## src/rtl/pipe_stall_ctrl.sv

```systemverilog
// Pipeline stall/flush sequencer: load-use hazard, taken-branch flush and MDU occupancy timer.
// Optional stall-cycle performance counter is built only when PIPE_PERF_CNT_EN is defined.
module pipe_stall_ctrl #(
    parameter int MD_LATENCY = 32,
    parameter int CNT_W      = 16
) (
    input  logic             clk,
    input  logic             rst_n,
    input  logic             MemRead_ex,
    input  logic [4:0]       RegWriteAddr_ex,
    input  logic [4:0]       RsAddr_id,
    input  logic [4:0]       RtAddr_id,
    input  logic             Branch_taken_ex,
    input  logic             MdStart_id,
    input  logic             MdUseHiLo_id,
    output logic             PC_IFWrite,
    output logic             ID_EX_Bubble,
    output logic             IF_ID_Flush,
    output logic             Md_go,
    output logic             Md_busy,
    output logic [CNT_W-1:0] Stall_cnt
);

    localparam logic [0:0] ST_IDLE = 1'b0;
    localparam logic [0:0] ST_BUSY = 1'b1;

    localparam int               TMR_W  = 8;
    localparam logic [TMR_W-1:0] LAT_M1 = TMR_W'(MD_LATENCY - 1);

    logic [0:0]       state_q, state_d;
    logic [TMR_W-1:0] timer_q, timer_d;

    logic busy;
    logic md_last;
    logic load_use;
    logic hilo_wait;
    logic struct_wait;
    logic stall;
    logic md_go;

    // Gating with rst_n keeps the pipeline free-running while reset is held.
    always_comb begin
        busy        = (state_q == ST_BUSY);
        md_last     = busy && (timer_q == '0);
        load_use    = MemRead_ex && (RegWriteAddr_ex != 5'd0) &&
                      ((RegWriteAddr_ex == RsAddr_id) || (RegWriteAddr_ex == RtAddr_id));
        hilo_wait   = MdUseHiLo_id && busy && !md_last;
        struct_wait = MdStart_id && busy && !md_last;
        stall       = rst_n && (load_use || hilo_wait || struct_wait) && !Branch_taken_ex;
        md_go       = rst_n && MdStart_id && !stall && !Branch_taken_ex;

        PC_IFWrite   = !stall;
        ID_EX_Bubble = stall || (rst_n && Branch_taken_ex);
        IF_ID_Flush  = rst_n && Branch_taken_ex;
        Md_go        = md_go;
        Md_busy      = busy;
    end

    // An issue on the md_last cycle reloads the timer so busy never drops between ops.
    always_comb begin
        state_d = state_q;
        timer_d = timer_q;
        if (md_go) begin
            state_d = ST_BUSY;
            timer_d = LAT_M1;
        end else if (busy) begin
            if (md_last) begin
                state_d = ST_IDLE;
            end else begin
                timer_d = timer_q - TMR_W'(1);
            end
        end
    end

    always_ff @(posedge clk or negedge rst_n) begin
        if (!rst_n) begin
            state_q <= ST_IDLE;
            timer_q <= '0;
        end else begin
            state_q <= state_d;
            timer_q <= timer_d;
        end
    end

`ifdef PIPE_PERF_CNT_EN
    logic [CNT_W-1:0] stall_cnt_q, stall_cnt_d;

    // Saturating count of stall cycles; branch flushes never assert stall.
    always_comb begin
        stall_cnt_d = stall_cnt_q;
        if (stall && (stall_cnt_q != '1)) begin
            stall_cnt_d = stall_cnt_q + CNT_W'(1);
        end
    end

    always_ff @(posedge clk or negedge rst_n) begin
        if (!rst_n) begin
            stall_cnt_q <= '0;
        end else begin
            stall_cnt_q <= stall_cnt_d;
        end
    end

    assign Stall_cnt = stall_cnt_q;
`else
    assign Stall_cnt = '0;
`endif

endmodule

```

## config.mk

```make
export PLATFORM = sky130hd
export DESIGN_NAME = pipe_stall_ctrl
export DESIGN_NICKNAME = d
export VERILOG_FILES = /design/src/rtl/pipe_stall_ctrl.sv
export SDC_FILE = /design/constraint.sdc
export NUM_CORES = 1
export LEC_CHECK = 0
export CORE_ASPECT_RATIO = 1.1
export CORE_MARGIN = 10
export CORE_UTILIZATION = 30
export DETAILED_ROUTE_END_ITERATION = 10
export HOLD_SLACK_MARGIN = 0.03
export SETUP_SLACK_MARGIN = 0.15
export SYNTH_ARGS = -nofsm -noshare
export SYNTH_HDL_FRONTEND = slang
export SYNTH_SLANG_ARGS = --single-unit
```

## constraint.sdc

```tcl
create_clock -name clk -period 4.61 [get_ports clk]
set_input_delay 0.461 -clock clk [delete_from_list [all_inputs] [get_ports clk]]
set_output_delay 0.461 -clock clk [all_outputs]
set_load 0.05 [all_outputs]
```

* After elaboration in Yosys (flattened, before gate mapping)
Index checks and enable logic that the tools add are counted.
** Cells by class
- Reduce and logical (&&, ||, !) cells :: 24
- Add/sub/neg operators :: 1
- Eq/ne operators :: 3
- Mux-type cells :: 6
** Operator list (count)
- $mux 8 :: 3
- $logic_and 1x1->1 :: 13
- $eq 5x5->1 :: 2
- $logic_not 8->1 :: 1
- $sub 8x1->8 const B :: 1
- $reduce_bool 5->1 :: 1
- $logic_or 1x1->1 :: 4
- $logic_not 1->1 :: 3
- $mux 1 :: 3
- $ne 2x2->1 const B :: 1
- $reduce_and 2->1 :: 1
- $reduce_bool 2->1 :: 1
** Word-level totals
- Register bits :: 9
- Output and inout port bits :: 21
- Word-level logic and storage cells :: 36
- Input bits :: 21

* Logic depth before layout (Yosys ltp)
- Word-level depth :: 13
- Mapped depth :: 7
- Depth with buffers taken out :: 6

* Worst setup path after synthesis
OpenSTA, ideal clock, no wires.
- Path type :: register -> output
- Start :: reg timer_q[0]
- End :: out PC_IFWrite
- Data arrival time :: 2.276 ns
- Data required time :: 4.149 ns
- Stages on the path, launching flop included :: 7
- Path buffers :: 0
- Slack :: 1.873 ns
- Path through :: dfrtp_1 inv_1 ha_1 or3b_2 o21ai_1 nor3_1 a21oi_1
** On the way
- Word-level cells in the longest chain between the ends :: 9
- Elaborated cells on any way between the ends :: 10
- Those cells by class :: reduce/logical (10)
** Ends and longest elaborated chain
- from (decl) :: line 31 : logic [TMR_W-1:0] timer_q, timer_d;
- from (signal assigned) :: line 81 : timer_q <= timer_d;
- $logic_not 8->1 (*) :: line 44 : md_last = busy && (timer_q == '0);
- $logic_and 1x1->1 (*) :: line 44
- $logic_not 1->1 (*) :: line 47, 48
- $logic_and 1x1->1 :: line 47 : hilo_wait = MdUseHiLo_id && busy && !md_last;
- $logic_or 1x1->1 :: line 49 : stall = rst_n && (load_use || hilo_wait || struct_wait) && !Branch_taken_ex;
- $logic_or 1x1->1 (*) :: line 49
- $logic_and 1x1->1 (*) (2 in a row) :: line 49
- $logic_not 1->1 (*) :: line 52 : PC_IFWrite = !stall;
- to (decl) :: line 16 : output logic PC_IFWrite,
Every way passes the cells marked *; elsewhere a longest branch is shown, timed or not.

* Worst setup path after layout
- Start :: reg timer_q[0]
- End :: out ID_EX_Bubble
** On the way
- Word-level cells in the longest chain between the ends :: 9
- Elaborated cells on any way between the ends :: 10
- Those cells by class :: reduce/logical (10)
** Ends and longest elaborated chain
- $logic_not 8->1 (*) :: line 44
- $logic_and 1x1->1 (*) :: line 44
- $logic_not 1->1 (*) :: line 47, 48
- $logic_and 1x1->1 :: line 47
- $logic_or 1x1->1 :: line 49
- $logic_or 1x1->1 (*) :: line 49
- $logic_and 1x1->1 (*) (2 in a row) :: line 49
- $logic_or 1x1->1 (*) :: line 53 : ID_EX_Bubble = stall || (rst_n && Branch_taken_ex);
- to (decl) :: line 17 : output logic ID_EX_Bubble,
Marks and branches as above.

==> metrics.cfg <==
[sta]
rsz0062_at_grt = false
slew-limit-headroom_pct = 64.88
fin_worst_skew_ps = 2.995
slew_violations = 0
min_period_ps = 3469
finalSetupTns_ps = 0
hold_viol_final = 0
whs_ps = 526.2
tightestPinTransition_ps = 525.1
setup_viol = 0
finalCritPeriodShare_pct = 75.25
worst_slack_ps = 1141
fmax_mhz = 288.3

[power_and_ir_drop]
total_leakage_power_nw = 0.4697
swShare_pct = 47.27
power_frac_comb_pct = 52.4
switchingPower_w = 0.0002320
power.share.sequential_pct = 33.9
clkPwrFrac_pct = 13.7
cellInternalPower_w = 0.0002587
ir_drop_v = 0.0002268
power_density_nw_per_um2 = 410.6

[layout]
final_cell_count_no_fill = 179
layout-drive-gt1-share_pct = 6.897
diodes = 0
finalNetCount = 169
area_growth_pct = 25.66
fillers = 333
stdcell_area_um2 = 1195

[floorplanning]
die_area_um2 = 5824
core_um2 = 3048
design.portCount = 42
fp.dieH_um = 79.05
placementRows = 21
die_w_um = 73.68
initial_core_util_pct = 31.20

[synthesis]
ys_types = 39
synth_edf_count = 0
synth_top_cells_by_count = buf_4, nor3_1, xnor2_1, dfrtp_1, nor2_1
syn_area_um2 = 950.9
synthTopCellsByArea = dfrtp_1, buf_4, xnor2_1
synth.most_common_cell = buf_4
post_synth.cell_area_avg_um2 = 7.991
synth-seq-cells = 9
synthFlopType = dfrtp_1
synth_top_area_share_pct = 23.68
async_flop_share_pct = 100.0
yosysTopAreaCell = dfrtp_1
syn_inst = 119
ys_seq_area_share_pct = 23.68
yosysWarningCount = 0

[cts]
ctsResizeCount = 0
cts_buffers = 3
clkTransAtPathRegs_ps = 70
clk_path_buf_depth = 2
htree_levels = 1
ctsHoldBuffers = 0
cts_tree = built
cts_setup_buffers = 0
worstSkewPairLatency_ps = 270
root_buffer = clkbuf_4
cts_num_sinks = 9

[drt]
via_per_inst = 5.034
num_vias = 901
drt-total-wl_um = 2454
ant_nets = 0
wl_per_cell_um = 13.71
drc = 0
drt_iter0_markers = 52
drt_first_pass_iters = 4

[critical_path]
cp.required_ps = 4150
path_max_fanout = 8
crit_arrival_ps = 3010
slowest_delay_ps = 710
worst_path_max_delay_cell = clkdlybuf4s50_1
critical_path.top_delay_family = buffers and inverters
crit_path_start_kind = register
path_buf_inv = 2
path_cells = inv_1 > ha_1 > or3b_2 > o21ai_1 > nor3b_1 > a311o_1 > clkdlybuf4s50_1
crit_type = register to output pin
worstSetupEndpointType = output pin

[placed_design]
dpl_cell_area_um2 = 1167
gp_congestion = 0.7495
portBuffers = 25
dp_cells = 175
dp_hpwl_um = 1993
place_ws_ps = 1149

[grt]
gr-total-overflow = 0
grt_pass1_wl_um = 4174
grt_start_max_net_pins = 14
grt_pass1_vias = 887
antenna_found_initial = 0
grt.total_usage_pct = 8.603

[job]
max_cap_viol_count = 0

[outcome]
status = completed

[hold_path]
hp-class = primary input to asynchronous set/reset pin

==> final cells by class <==
cell class              count  area, µm²  area share, %
well taps                  34      42.54          3.560
inverters                   4      15.01          1.257
clock buffers               3      22.52          1.885
multi-input cells         101      619.3          51.83
clock inverters             1      5.005         0.4188
flip-flops and latches      9      225.2          18.85
repair buffers             27      265.3          22.20
==> layout by cell type, fill, tap and decap left out, drive strengths merged, types with 2 or more instances in the layout <==
cell type,count
a211oi,3
a21boi,3
a21oi,4
a311o,3
and2,2
buf,2
clkbuf,3
clkdlybuf4s50,25
conb,16
dfrtp,9
ha,2
inv,4
nand2,5
nand2b,2
nand3,2
nor2,8
nor2b,4
nor3,11
nor3b,2
o21a,2
o21ai,5
or3,2
or4,5
xnor2,10
==> logic make-up after synthesis <==
kind of cell / count (synthesis) / synth area share [%]
buffers and inverters: 24 / 17.10
AO/OA/AOI/OAI: 26 / 19.47
other: 1 / 0.3944
adder cells (fa/ha/maj): 2 / 2.631
flip-flops: 9 / 23.68
XOR/XNOR: 11 / 10.13
AND/OR/NAND/NOR: 46 / 26.58
==> state kept, by name, summed over array words and instances, names as in the netlist <==
signal and flops:
timer_q 8, Md_busy 1
==> worst reg2reg max path, cell delays in order (launching register included) <==
cell and delay (ps):
dfrtp_1 470, inv_1 120, ha_1 190, or3b_2 480, o21a_1 330, and2_1 240, a311oi_1 260
==> power by group through the flow <==
stage                     clock network (W)  logic [W]  registers (W)
after floorplan                           0   0.000215       0.000155
after global placement                    0   0.000252       0.000167
after detailed placement                  0   0.000258       0.000167
after CTS                         0.0000691   0.000259       0.000165
after global routing              0.0000763   0.000290       0.000174
final                             0.0000674   0.000257       0.000166
==> final timing paths <==
check,to,start,cells after the start,slack [ps]
setup reg to reg,timer_q[1]$_DFFE_PN0P_,timer_q[0]$_DFFE_PN0P_,6,2430
max in group asynchronous,timer_q[3]$_DFFE_PN0P_,rst_n,1,3730
min in group clk,timer_q[0]$_DFFE_PN0P_,timer_q[0]$_DFFE_PN0P_,1,660
hold / removal,timer_q[7]$_DFFE_PN0P_,rst_n,1,530
hold reg to reg,timer_q[0]$_DFFE_PN0P_,timer_q[0]$_DFFE_PN0P_,1,660
setup / recovery,ID_EX_Bubble,timer_q[0]$_DFFE_PN0P_,7,1140
==> layer usage <==
metal | track usage, % | part of all wire, % | up-vias
li1 | - | - | 444
met1 | 10.79 | 46 | 418
met2 | 12.20 | 43 | 37
met3 | 5.721 | 11 | 2
met4 | 1.119 | 0.16 | 0
met5 | 0 | 0 | -
==> stage by stage <==
step            power, W  utilization, %
3_5_place_dp   0.0004249           38.30
4_1_cts        0.0004938           39.20
6_report       0.0004907           39.20
5_1_grt        0.0005404           39.20
2_1_floorplan  0.0003707               -
3_3_place_gp   0.0004190           38.30
(Power assumes the default switching activity.)
